## src/rtl/seq_alu_pkg.sv

```systemverilog
// Shared widths, opcode encodings, flag bit positions and FSM states for seq_alu.
package seq_alu_pkg;

  localparam int unsigned aluwidth = 8;
  localparam int unsigned opsize   = 4;
  localparam int unsigned numflags = 4;

  // Bit positions inside the {C V Z N} flag vector
  localparam int unsigned FLAG_C = 3;
  localparam int unsigned FLAG_V = 2;
  localparam int unsigned FLAG_Z = 1;
  localparam int unsigned FLAG_N = 0;

  typedef enum logic [opsize-1:0] {
    OP_ADD = opsize'(0),
    OP_SUB = opsize'(1),
    OP_AND = opsize'(2),
    OP_OR  = opsize'(3),
    OP_LS  = opsize'(4),
    OP_RS  = opsize'(5),
    OP_ASR = opsize'(6),
    OP_MUL = opsize'(7)
  } opcode_e;

  typedef enum logic [1:0] {
    S_IDLE,
    S_EXEC,
    S_MUL
  } state_e;

  // Z and N always follow the result; C and V are supplied by the operation
  function automatic logic [numflags-1:0] mk_flags(input logic c, input logic v,
                                                   input logic [aluwidth-1:0] res);
    logic [numflags-1:0] f;
    f         = '0;
    f[FLAG_C] = c;
    f[FLAG_V] = v;
    f[FLAG_Z] = (res == '0);
    f[FLAG_N] = res[aluwidth-1];
    return f;
  endfunction

endpackage

```

## src/rtl/seq_mul_unit.sv

```systemverilog
// Iterative unsigned shift-add multiplier, one multiplier bit per cycle, LSB first.
// The load cycle already consumes bit 0, so finished rises aluwidth-1 edges after load.
module seq_mul_unit
  import seq_alu_pkg::*;
(
  input  logic                  clk,
  input  logic                  rst_n,
  input  logic                  load,
  input  logic [aluwidth-1:0]   a,
  input  logic [aluwidth-1:0]   b,
  output logic [2*aluwidth-1:0] product,
  output logic                  finished
);

  localparam int unsigned PW    = 2 * aluwidth;
  localparam int unsigned CNT_W = $clog2(aluwidth) + 1;

  logic [PW-1:0]       mcand_q, mcand_d;
  logic [aluwidth-1:0] mplier_q, mplier_d;
  logic [PW-1:0]       acc_q, acc_d;
  logic [CNT_W-1:0]    cnt_q, cnt_d;
  logic                fin_q, fin_d;

  always_comb begin
    mcand_d  = mcand_q;
    mplier_d = mplier_q;
    acc_d    = acc_q;
    cnt_d    = cnt_q;
    fin_d    = fin_q;
    if (load) begin
      mcand_d  = PW'(a) << 1;
      mplier_d = b >> 1;
      acc_d    = b[0] ? PW'(a) : '0;
      cnt_d    = CNT_W'(1);
      fin_d    = 1'b0;
    end else if (!fin_q && (cnt_q != '0)) begin
      acc_d    = acc_q + (mplier_q[0] ? mcand_q : '0);
      mcand_d  = mcand_q << 1;
      mplier_d = mplier_q >> 1;
      cnt_d    = cnt_q + CNT_W'(1);
      fin_d    = (cnt_d == CNT_W'(aluwidth));
    end
  end

  always_ff @(posedge clk or negedge rst_n) begin
    if (!rst_n) begin
      mcand_q  <= '0;
      mplier_q <= '0;
      acc_q    <= '0;
      cnt_q    <= '0;
      fin_q    <= 1'b0;
    end else begin
      mcand_q  <= mcand_d;
      mplier_q <= mplier_d;
      acc_q    <= acc_d;
      cnt_q    <= cnt_d;
      fin_q    <= fin_d;
    end
  end

  assign product  = acc_q;
  assign finished = fin_q;

endmodule

```

## src/rtl/seq_alu.sv

```systemverilog
// Registered, start/done handshaked ALU; single-cycle ops finish on the accepting edge,
// MUL runs through seq_mul_unit. S_EXEC is the done cycle, during which start is ignored.
module seq_alu
  import seq_alu_pkg::*;
(
  input  logic                clk,
  input  logic                rst_n,
  input  logic                start,
  input  logic [opsize-1:0]   opcode,
  input  logic [aluwidth-1:0] in1,
  input  logic [aluwidth-1:0] in2,
  output logic                busy,
  output logic                done,
  output logic [aluwidth-1:0] out,
  output logic [numflags-1:0] flags
);

  localparam int unsigned MSB = aluwidth - 1;
  localparam int unsigned SHW = $clog2(aluwidth);

  state_e                state_q, state_d;
  logic [aluwidth-1:0]   out_q, out_d;
  logic [numflags-1:0]   flags_q, flags_d;
  logic                  busy_q, busy_d;
  logic                  done_q, done_d;

  logic                  mul_load;
  logic [2*aluwidth-1:0] mul_product;
  logic                  mul_finished;

  logic [aluwidth:0]     sum;
  logic [aluwidth:0]     diff;
  logic [SHW-1:0]        sh;
  logic                  sh_big;
  logic [aluwidth-1:0]   exec_res;
  logic                  exec_c;
  logic                  exec_v;

  seq_mul_unit u_mul (
    .clk      (clk),
    .rst_n    (rst_n),
    .load     (mul_load),
    .a        (in1),
    .b        (in2),
    .product  (mul_product),
    .finished (mul_finished)
  );

  // Single-cycle datapath; shift amounts at or beyond the width saturate
  always_comb begin
    sum      = {1'b0, in1} + {1'b0, in2};
    diff     = {1'b0, in1} - {1'b0, in2};
    sh       = in2[SHW-1:0];
    sh_big   = (32'(in2) >= aluwidth);
    exec_res = '0;
    exec_c   = 1'b0;
    exec_v   = 1'b0;
    case (opcode)
      OP_ADD: begin
        exec_res = sum[aluwidth-1:0];
        exec_c   = sum[aluwidth];
        exec_v   = (in1[MSB] == in2[MSB]) && (exec_res[MSB] != in1[MSB]);
      end
      OP_SUB: begin
        exec_res = diff[aluwidth-1:0];
        exec_c   = diff[aluwidth];
        exec_v   = (in1[MSB] != in2[MSB]) && (exec_res[MSB] != in1[MSB]);
      end
      OP_AND:  exec_res = in1 & in2;
      OP_OR:   exec_res = in1 | in2;
      OP_LS:   exec_res = sh_big ? '0 : (in1 << sh);
      OP_RS:   exec_res = sh_big ? '0 : (in1 >> sh);
      OP_ASR:  exec_res = sh_big ? {aluwidth{in1[MSB]}} : aluwidth'($signed(in1) >>> sh);
      default: exec_res = '0;
    endcase
  end

  always_comb begin
    state_d  = state_q;
    out_d    = out_q;
    flags_d  = flags_q;
    busy_d   = 1'b0;
    done_d   = 1'b0;
    mul_load = 1'b0;
    case (state_q)
      S_IDLE: begin
        if (start) begin
          if (opcode == OP_MUL) begin
            state_d  = S_MUL;
            mul_load = 1'b1;
            busy_d   = 1'b1;
          end else begin
            state_d = S_EXEC;
            out_d   = exec_res;
            flags_d = mk_flags(exec_c, exec_v, exec_res);
            done_d  = 1'b1;
          end
        end
      end
      S_EXEC: state_d = S_IDLE;
      S_MUL: begin
        if (mul_finished) begin
          state_d = S_EXEC;
          out_d   = mul_product[aluwidth-1:0];
          flags_d = mk_flags(|mul_product[2*aluwidth-1:aluwidth], 1'b0,
                             mul_product[aluwidth-1:0]);
          done_d  = 1'b1;
        end else begin
          busy_d = 1'b1;
        end
      end
      default: state_d = S_IDLE;
    endcase
  end

  always_ff @(posedge clk or negedge rst_n) begin
    if (!rst_n) begin
      state_q <= S_IDLE;
      out_q   <= '0;
      flags_q <= '0;
      busy_q  <= 1'b0;
      done_q  <= 1'b0;
    end else begin
      state_q <= state_d;
      out_q   <= out_d;
      flags_q <= flags_d;
      busy_q  <= busy_d;
      done_q  <= done_d;
    end
  end

  assign busy  = busy_q;
  assign done  = done_q;
  assign out   = out_q;
  assign flags = flags_q;

endmodule

```

## config.mk

```make
export PLATFORM = sky130hd
export DESIGN_NAME = seq_alu
export DESIGN_NICKNAME = d
export VERILOG_FILES = /design/src/rtl/seq_alu_pkg.sv /design/src/rtl/seq_mul_unit.sv /design/src/rtl/seq_alu.sv
export SDC_FILE = /design/constraint.sdc
export NUM_CORES = 1
export LEC_CHECK = 0
export ABC_AREA = 1
export BUFFER_PORTS_ARGS = -buffer_cell sky130_fd_sc_hd__buf_2
export CORE_AREA = 2 2 96 98
export CTS_CLUSTER_SIZE = 10
export DETAILED_ROUTE_END_ITERATION = 16
export DIE_AREA = 0 0 98 100
export GPL_ROUTABILITY_DRIVEN = 0
export PLACE_DENSITY = 0.78
export SYNTH_ARGS = -nofsm -noshare
export SYNTH_HDL_FRONTEND = slang
export SYNTH_SLANG_ARGS = --single-unit
```

## constraint.sdc

```tcl
create_clock -name clk -period 2.7 [get_ports clk]
set_clock_uncertainty 0.2 [all_clocks]
set_input_delay 0.405 -clock clk [delete_from_list [all_inputs] [get_ports clk]]
set_output_delay 0.405 -clock clk [all_outputs]
set_load 0.02 [all_outputs]
```

After elaboration in Yosys (flattened, before gate mapping)
Cells that the tools add are included. W data, S select, Z words.

Bits in registers: 61.

Add/subtract/negate cells: 4. Order comparisons: 1. Equality and inequality tests: 16. Shifts and indexed selects: 3. Muxes and demuxes: 39. Bitwise logic cells: 2. Reductions and logical operators: 14.

Operators with widths (number): $mux W16 (5); $mux W8 (9); $pmux W8 S7 (1); $mux W4 (5); $add A16 B16 Y16 (1); $eq A4 B3 Y1 const B (4); $logic_not A8 Y1 (2); $pmux W8 S2 (1); $add A8 B8 Y9 (1); $mux W1 (9); $sub A8 B8 Y9 (1); $and A8 B8 Y8 (1); $eq A4 B2 Y1 const B (2); $ge A8 B4 Y1 const B (1); $or A8 B8 Y8 (1); $pmux W1 S2 (4); $pmux W4 S2 (1); $reduce_or A8 Y1 (1); $shl A8 B3 Y8 (1); $shr A8 B3 Y8 (1); $sshr A8 B3 Y8 (1); $mux W2 (3); $add A4 B1 Y4 const B (1); $eq A4 B1 Y1 const B (1); other kinds (15) (21).

Depth between registers and ports, before layout
Gate-level depths: netlist of run 1.

Depth in word-level cells: 7. Mapped depth: 18.

Modules after synthesis
A second synthesis of run 1 with hierarchy kept.

Cell total of the unflattened synthesis: 866. Area, all modules: 5476.5 µm².

By module, submodules not included: seq_mul_unit (times used 1, cells each 416, area each 2921.6 µm², sequential area each 1076.0 µm²); seq_alu (times used 1, cells each 450, area each 2555.0 µm², sequential area each 375.4 µm²).

Least setup slack after synthesis of run 1
Ideal clock, no wire load.

Path type: flip-flop to flip-flop. Start: reg u_mul.mplier_q[0]. End: reg u_mul.acc_q[11] (netlist: u_mul.product[11]). Setup time: 0.120 ns. Data arrival time: 2.117 ns. Setup slack: 0.262 ns. Stages on the path, launching flop included: 19. Buffers on the path: 1. Period minus slack after synthesis: 2.438 ns. Cells stage by stage: dfrtp_1 > clkbuf_1 > nand2_1 > inv_1 > ha_1 > inv_1 > fa_1 > inv_1 > nand3_1 > nand2_1 > nand2_1 > nand2_1 > a21oi_1 > o21ai_0 > nand2_1 > nand2_1 > a21oi_1 > o21ai_1 > nand2_1.

Word-level cells in the longest chain between the ends: 4.

Ends and longest elaborated chain: from (decl) (line seq_mul_unit.sv:19) `logic [aluwidth-1:0] mplier_q, mplier_d;`; from (signal assigned) (line seq_mul_unit.sv:54) `mplier_q <= mplier_d;`; $mux W16 (line seq_mul_unit.sv:37) `acc_d = acc_q + (mplier_q[0] ? mcand_q : '0);`; $add A16 B16 Y16 (line seq_mul_unit.sv:37); $mux W16 (line seq_mul_unit.sv:36) `end else if (!fin_q && (cnt_q != '0)) begin`; $mux W16 (line seq_mul_unit.sv:30) `if (load) begin`; to (signal assigned) (line seq_mul_unit.sv:49) `acc_q <= '0;`; to (signal assigned) (line seq_mul_unit.sv:55) `acc_q <= acc_d;`; to (decl) (line seq_mul_unit.sv:20) `logic [PW-1:0] acc_q, acc_d;`.

No other way between the ends. The select of a mux whose other input is x is not followed. A chain may end at the register's enable or synchronous reset.

Final worst setup path of run 1
Start: reg u_mul.mplier_q[0]. End: reg u_mul.acc_q[7] (netlist: u_mul.product[7]).

The elaborated chain is that of the path after synthesis.

==> flow_summary.toml, run 1 <==
[power_and_ir_drop]
p_int_uw = 1640
cellLeakagePower_uw = 0.00315
clock_power_share_pct = 45.6
comb_power_share_pct = 15.8
switching_share_pct = 27.1
peakVddDrop_uv = 284
power_frac_seq_pct = 38.7
powerDensity_mw_per_mm2 = 398
power.switching_uw = 608
power.total_uw = 2250

[placed_design]
place_area_sq_mm = 0.00537
io_buffers = 36
dp_hpwl_mm = 11.0

[sta]
worstMarginPinSlew_ns = 0.606
fin_crit_sh_pct = 92.8
fin_crit_ns = 2.50
finalMaxSlewViolations = 0
maxSlewHeadroom_pct = 59.4
rsz0062_at_grt = "false"
final_hold_viol_count = 0
timing.fmax_mhz = 399
setup-violations-final = 0

[clocking]
clkLatencyLatePin_ns = 0.34
numCtsBuffers = 9
path_clk_slew_ns = 0.08
cts.path.max_buffers = 2
htree_levels = 3
root_buffer = "clkbuf_8"
cts_tree = "built"
clock_sinks = 58

[detailed_routing]
avgRoutedWirePerCell_um = 15.8
wl_met3_mm = 1.48
wl_met1_mm = 6.21
totalWireLength_mm = 14.3
wl_met2_mm = 6.12
routed.top_layer = "met4"
drc = 0
avgViaCountPerCell = 5.86
drt_iter0_drc = 488
first_pass_iters = 7
ant_nets = 0
vias = 5304

[finish]
regArea_sq_mm = 0.00145
fillers = 816
syn2layout_area_growth_pct = 10.9
n_antenna_cell = 0
final_cell_area_sq_mm = 0.00564
fin_nets = 858
drive_above_1_share_pct = 12.7
multi_input_area_sq_mm = 0.00312
finish.utilization_pct = 63.5

[worst_setup_path]
crit_arrival_ns = 2.52
reg2regPathDepth = 14
startpoint_type = "flop"
path_max_fanout = 15
crit_required_ns = 2.72
r2r_setup_slack_ns = 0.20
r2r_end = "u_mul.product[7]"
r2r_start = "u_mul.mplier_q[0]"
cp-end-kind = "flop"
worst-setup-path-type = "reg -> reg"

[die]
start_util_pct = 57.2
core_area_sq_mm = 0.00889
fp.dieW_um = 98
row_count = 35
die-area_sq_mm = 0.00980
fp.dieH_um = 100
pin_count = 37

[run]
maxCapViolCount = 0

[run_status]
status = "finished clean"

[logic_synthesis]
synth_edf_count = 0
synth_cells = 753
ys_ff_latch = 58
synth_seq_area_share_pct = 28.5
synth_area_leaders = "dfrtp_1 (29%), nand2_1 (15%), ha_1 (10%)"
synth_nets = 821
async_flop_share_pct = 100
ys_warn_count = 0
avgSynthCellArea_sq_um = 6.76
synth_top_area_cell = "dfrtp_1"
ys.flop_type = "dfrtp_1"
synth_cell_types = 39
synth_area_sq_mm = 0.00509
synth_top_area_share_pct = 28.5

[worst_hold_path]
min_path_type = "in -> reg"
holdPathStages = 3
hold_end = "u_mul.product[5]"
min_from = "in1[5]"

[grt]
antenna_found_initial = 0
grt_overflow_total = 0
grt_pass1_vias = 4945
grt_max_degree = 26
grt_pass1_wl_mm = 23.5
track_usage_pct = 29.8
synthesized netlist by cell type, types with 2 or more instances:
cell type / n
nand2_1: 201
inv_1: 94
nand3_1: 80
dfrtp_1: 58
nor2_1: 53
a21oi_1: 46
ha_1: 42
o21ai_0: 41
buf_2: 15
inv_2: 12
nand4_1: 11
o221ai_1: 11
o22ai_1: 11
o21ai_1: 9
nand2_2: 7
nor2_2: 7
o211ai_1: 7
buf_4: 5
a31oi_1: 4
a21o_1: 3
clkbuf_1: 3
fa_1: 3
nand3b_1: 3
nor4_1: 3
xor2_1: 3
a21oi_2: 2
a22o_1: 2
nand2_4: 2
nand3_2: 2
nor2_4: 2
nor3_1: 2
xnor2_1: 2
worst max-delay path by stage:
stage                      startpoint                 to  cells after the start
global placement               in1[0]           flags[1]                     17
finish              u_mul.mplier_q[0]   u_mul.product[7]                     14
CTS                    u_mul.cnt_q[0]   u_mul.product[6]                      7
floorplan           u_mul.mplier_q[0]  u_mul.product[11]                     18
detailed placement          opcode[3]   u_mul.product[6]                     10
global route         u_mul.mcand_q[1]  u_mul.product[11]                     17
routing by layer:
layer	GRT usage [%]	vias to the layer above
met4	10.9	0
met1	40.0	2421
met3	9.19	45
li1	-	2561
met2	45.6	277
met5	0	-
sequential cells by signal (all words and copies together) (netlist names):
register        cells
done                1
u_mul.mcand_q      15
flags               4
u_mul.product      16
u_mul.cnt_q         4
busy                1
out                 7
u_mul.mplier_q      7
state_q             2
u_mul.finished      1
kinds of logic after synthesis:
logic type	synth area share, %
simple gates	32.5
compound gates	16.4
buf+inv	10.3
flops	28.5
fa+ha+maj	11.5
xor+xnor	0.861
power by group through the flow:
stage / clock network (uW) / logic [uW] / registers [uW]
2_1_floorplan: 0 / 222 / 885
3_3_place_gp: 0 / 334 / 885
3_5_place_dp: 0 / 342 / 885
4_1_cts: 1030 / 345 / 869
5_1_grt: 1070 / 395 / 868
6_report: 1020 / 354 / 869
cell type report:
class | count | share of cell area [%]
Multi-Input combinational cell | 566 | 55.4
Sequential cell | 58 | 25.7
Inverter | 106 | 7.05
Timing Repair Buffer | 49 | 4.97
Clock buffer | 11 | 2.68
Tap cell | 111 | 2.46
Clock inverter | 4 | 1.75
critical path, cell delays in order (launching register included):
cell and delay (ns):
dfrtp_1 0.38, buf_4 0.19, nand2_1 0.08, inv_1 0.04
ha_1 0.32, a21oi_1 0.14, nand2_1 0.13, nand2_1 0.08
nand2_1 0.05, a21oi_1 0.19, inv_1 0.10, o21ai_0 0.22
o21ai_0 0.12, nand2_1 0.07, o21ai_1 0.07
cell usage in the layout, fill, tap and decap left out, types with 2 or more instances in the layout:
master and instances:
nor2_1 53, o21ai_1 9, a21oi_2 2, a21o_1 3
ha_1 42, clkbuf_8 11, o211ai_1 7, nor2_4 3
fa_1 3, inv_2 12, nand3_1 80, dfrtp_1 58
a31oi_1 4, nor3_1 2, inv_1 94, nor4_1 3
nand3b_1 3, bufinv_16 3, xnor2_1 2, nand2_4 2
a21oi_1 46, nand2_1 201, o21ai_0 40, nand3_2 2
o221ai_1 11, buf_2 36, buf_4 12, xor2_1 3
nand4_1 11, a22o_1 2, nand2_2 7, nor2_2 6
o22ai_1 11
per-stage QoR:
stage	setup slack, ns	TNS, ns	hold WS (ns)	cells
after floorplan	0.262	0	-0.0906	753
after global placement	0.0788	0	0.138	889
after detailed placement	-0.0396	-0.126	0.137	889
after CTS	0.0631	0	0.224	905
after global routing	0.0691	0	0.238	905
final	0.196	0	0.236	905
what timing repair did:
| item | in CTS | in global routing |
|---|---|---|
| endpoints found under the setup margin | 0 | 21 |
| hold endpoints to repair | 14 | 0 |
| hold buffers | 1 | 0 |
| setup buffers | 0 | 0 |
| resized for setup | 0 | 3 |
No activity file was read; power rests on OpenSTA's default activity.
==> run 2, diff against run 1 <==
--- a/config.mk
+++ b/config.mk
@@ -6,13 +6,13 @@
 export NUM_CORES = 1
 export LEC_CHECK = 0
 export ABC_AREA = 1
-export BUFFER_PORTS_ARGS = -buffer_cell sky130_fd_sc_hd__buf_2
-export CORE_AREA = 2 2 96 98
+export CORE_AREA = 2 2 124 126
 export CTS_CLUSTER_SIZE = 10
 export DETAILED_ROUTE_END_ITERATION = 16
-export DIE_AREA = 0 0 98 100
+export DIE_AREA = 0 0 126 128
+export DONT_BUFFER_PORTS = 1
 export GPL_ROUTABILITY_DRIVEN = 0
-export PLACE_DENSITY = 0.78
+export PLACE_DENSITY = 0.49
 export SYNTH_ARGS = -nofsm -noshare
 export SYNTH_HDL_FRONTEND = slang
 export SYNTH_SLANG_ARGS = --single-unit
==> run 2 against run 1 <==
  * Flip-flop and latch count unchanged
  * Highest routed layer unchanged
  * Register-to-register slack better by 0.09 ns
  * Setup slack better by 0.086 ns
  * Clock power up 20%
  * Hold slack worse by 0.15 ns
  * Maximum frequency up 3.6%
  * Combinational power down 12%
  * Power up 6.8%
  * Global-route usage down 9.5 points
  * Sequential share of layout area about the same
  * Cell count up 4.8%
==> flow_summary.toml, run 2 (synthesis gave the netlist of run 1 again) <==
[run_status]
status = "finished clean"

[worst_setup_path]
cp_num_buf_inv = 3
path_max_fanout = 4
crit_slowest_cell = "fa_1"
crit_arrival_ns = 2.44
crit_required_ns = 2.72
critical-path-top-delay-family = "simple AND/OR/NAND/NOR gates"
cp_slowest_stage_delay_ns = 0.40
crit_chain = "nand2_1 -> inv_1 -> ha_1 -> inv_1 -> fa_1 -> inv_1 -> nand3_1 -> nand2_1 -> nand2_1 -> nand2_1 -> a21oi_1 -> o21ai_1 -> nand2_1 -> nand2_1 -> a21oi_1 -> o21ai_1 -> nand2_1"
worst_path_most_repeated_cell = "nand2_1"
startpoint_type = "flop"
worst-setup-path-type = "reg -> reg"
cp-startpoint = "u_mul.mplier_q[0]"
r2r_start = "u_mul.mplier_q[0]"
cp-end-kind = "flop"

[die]
start_util_pct = 34.2
core_area_sq_mm = 0.0149
fp.dieH_um = 128
row_count = 45
die-area_sq_mm = 0.0161
fp.dieW_um = 126
pin_count = 37

[sta]
maxSlewHeadroom_pct = 65.6
fin_crit_sh_pct = 89.6
finalSetupTns_ns = 0
rsz0062_at_grt = "false"
setup-violations-final = 0
worstMarginPinSlew_ns = 0.511
setup_slack_ns = 0.281
fin_crit_ns = 2.42
timing.fmax_mhz = 413
whs_ns = 0.0831
finalMaxSlewViolations = 0
final_hold_viol_count = 0

[grt]
grt_max_degree = 59
grtUsageMet2_pct = 31.1
use_met3_pct = 3.51
antenna_found_initial = 0
grt-busiest-layer = "met2"
use_met1_pct = 29.5
grt_overflow_total = 0
track_usage_pct = 20.3
grt_pass1_vias = 4867
grt_pass1_wl_mm = 26.0

[finish]
largest_register_ffs = 16
fin_nets = 823
final_common_cell = "nand2_1"
finish.utilization_pct = 38.0
syn2layout_area_growth_pct = 11.0
n_antenna_cell = 0
drive_above_1_share_pct = 8.68
mostFrequentLayoutCells = "nand2_1 (201), inv_1 (94), nand3_1 (80), dfrtp_1 (58), nor2_1 (53)"
final_cells = 948

[clocking]
path_clk_slew_ns = 0.05
root_buffer = "clkbuf_16"
cts_setup_buffers = 0
htree_levels = 3
cts_tree = "built"
numCtsBuffers = 9
clock_sinks = 58
clkLatencyLatePin_ns = 0.33
cts.path.max_buffers = 2

[detailed_routing]
avgViaCountPerCell = 5.30
totalWireLength_mm = 15.8
ant_nets = 0
drt_iter0_drc = 416
drc = 0
vias = 5023
first_pass_iters = 5
avgRoutedWirePerCell_um = 16.6

[worst_hold_path]
min_path_type = "in -> reg"
min_from = "in1[7]"

[power_and_ir_drop]
cellLeakagePower_uw = 0.00303
peakVddDrop_uv = 274
powerDensity_mw_per_mm2 = 425

[placed_design]
pre_cts_slack_ns = 0.171
dp.cells = 930
io_buffers = 0
dp_hpwl_mm = 12.1

[run]
maxCapViolCount = 0
## run 2: cell types whose count changed in the layout (fill, tap and decap cells not counted)
cell        before  now
o21ai_1          9   10
clkinv_2         0    2
clkinvlp_4       0    2
clkbuf_8        11    0
nor2_2           6    7
buf_16           0    1
buf_2           36    0
clkbuf_16        0    9
o21ai_2          1    0
nor2_4           3    2
bufinv_16        3    2
## run 2: repair_timing
action,CTS,global route
hold endpoints to repair,58,0
gates resized for setup,0,1
setup endpoints to repair,0,1
hold buffers,2,0
## run 2: worst paths after layout
| check | endpoint | slack, ns | cells past startpoint |
|---|---|---|---|
| max | u_mul.product[11] | 0.28 | 17 |
| max in group asynchronous | u_mul.product[14] | 1.64 | 2 |
| max reg2reg | u_mul.product[11] | 0.28 | 17 |
| min in group asynchronous | out[3] | 0.40 | 2 |
| min reg2reg | u_mul.mplier_q[2] | 0.30 | 2 |
| min | u_mul.mcand_q[8] | 0.08 | 2 |
## run 2: final cells by class
class                           instances  area (sq um)
Clock inverter                          7          93.8
Inverter                              106           398
Fill cell                            1566          9220
Tap cell                              188           235
Multi-Input combinational cell        566          3110
Sequential cell                        58          1450
Timing Repair Buffer                   14           128
Clock buffer                            9           225
## run 2: metrics by stage
step | cell area [sq um] | total power, uW
finish | 5650 | 2400
global route | 5650 | 2520
CTS | 5650 | 2430
detailed placement | 5290 | 1170
global placement | 5290 | 1170
floorplan | 5090 | 1110
## run 2: per-layer routing
layer  vias to the layer above  share of wire [%]
met5                         -                  0
met1                      2334                 49
li1                       2498                  -
met2                       174                 43
met4                         0                1.4
met3                        17                7.1
## run 2: where the power goes
group / leakage [uW] / switching [uW] / internal (uW)
combinational: 0.00215 / 214 / 98.5
clock: 0.000151 / 412 / 804
sequential: 0.000722 / 0 / 870
## run 2: worst register-to-register path, stage by stage (launching register included)
cell	delay, ns
dfrtp_1	0.36
nand2_1	0.06
inv_1	0.06
ha_1	0.17
inv_1	0.06
fa_1	0.40
inv_1	0.07
nand3_1	0.07
nand2_1	0.14
nand2_1	0.07
nand2_1	0.06
a21oi_1	0.07
o21ai_1	0.17
nand2_1	0.08
nand2_1	0.09
a21oi_1	0.06
o21ai_1	0.08
nand2_1	0.06
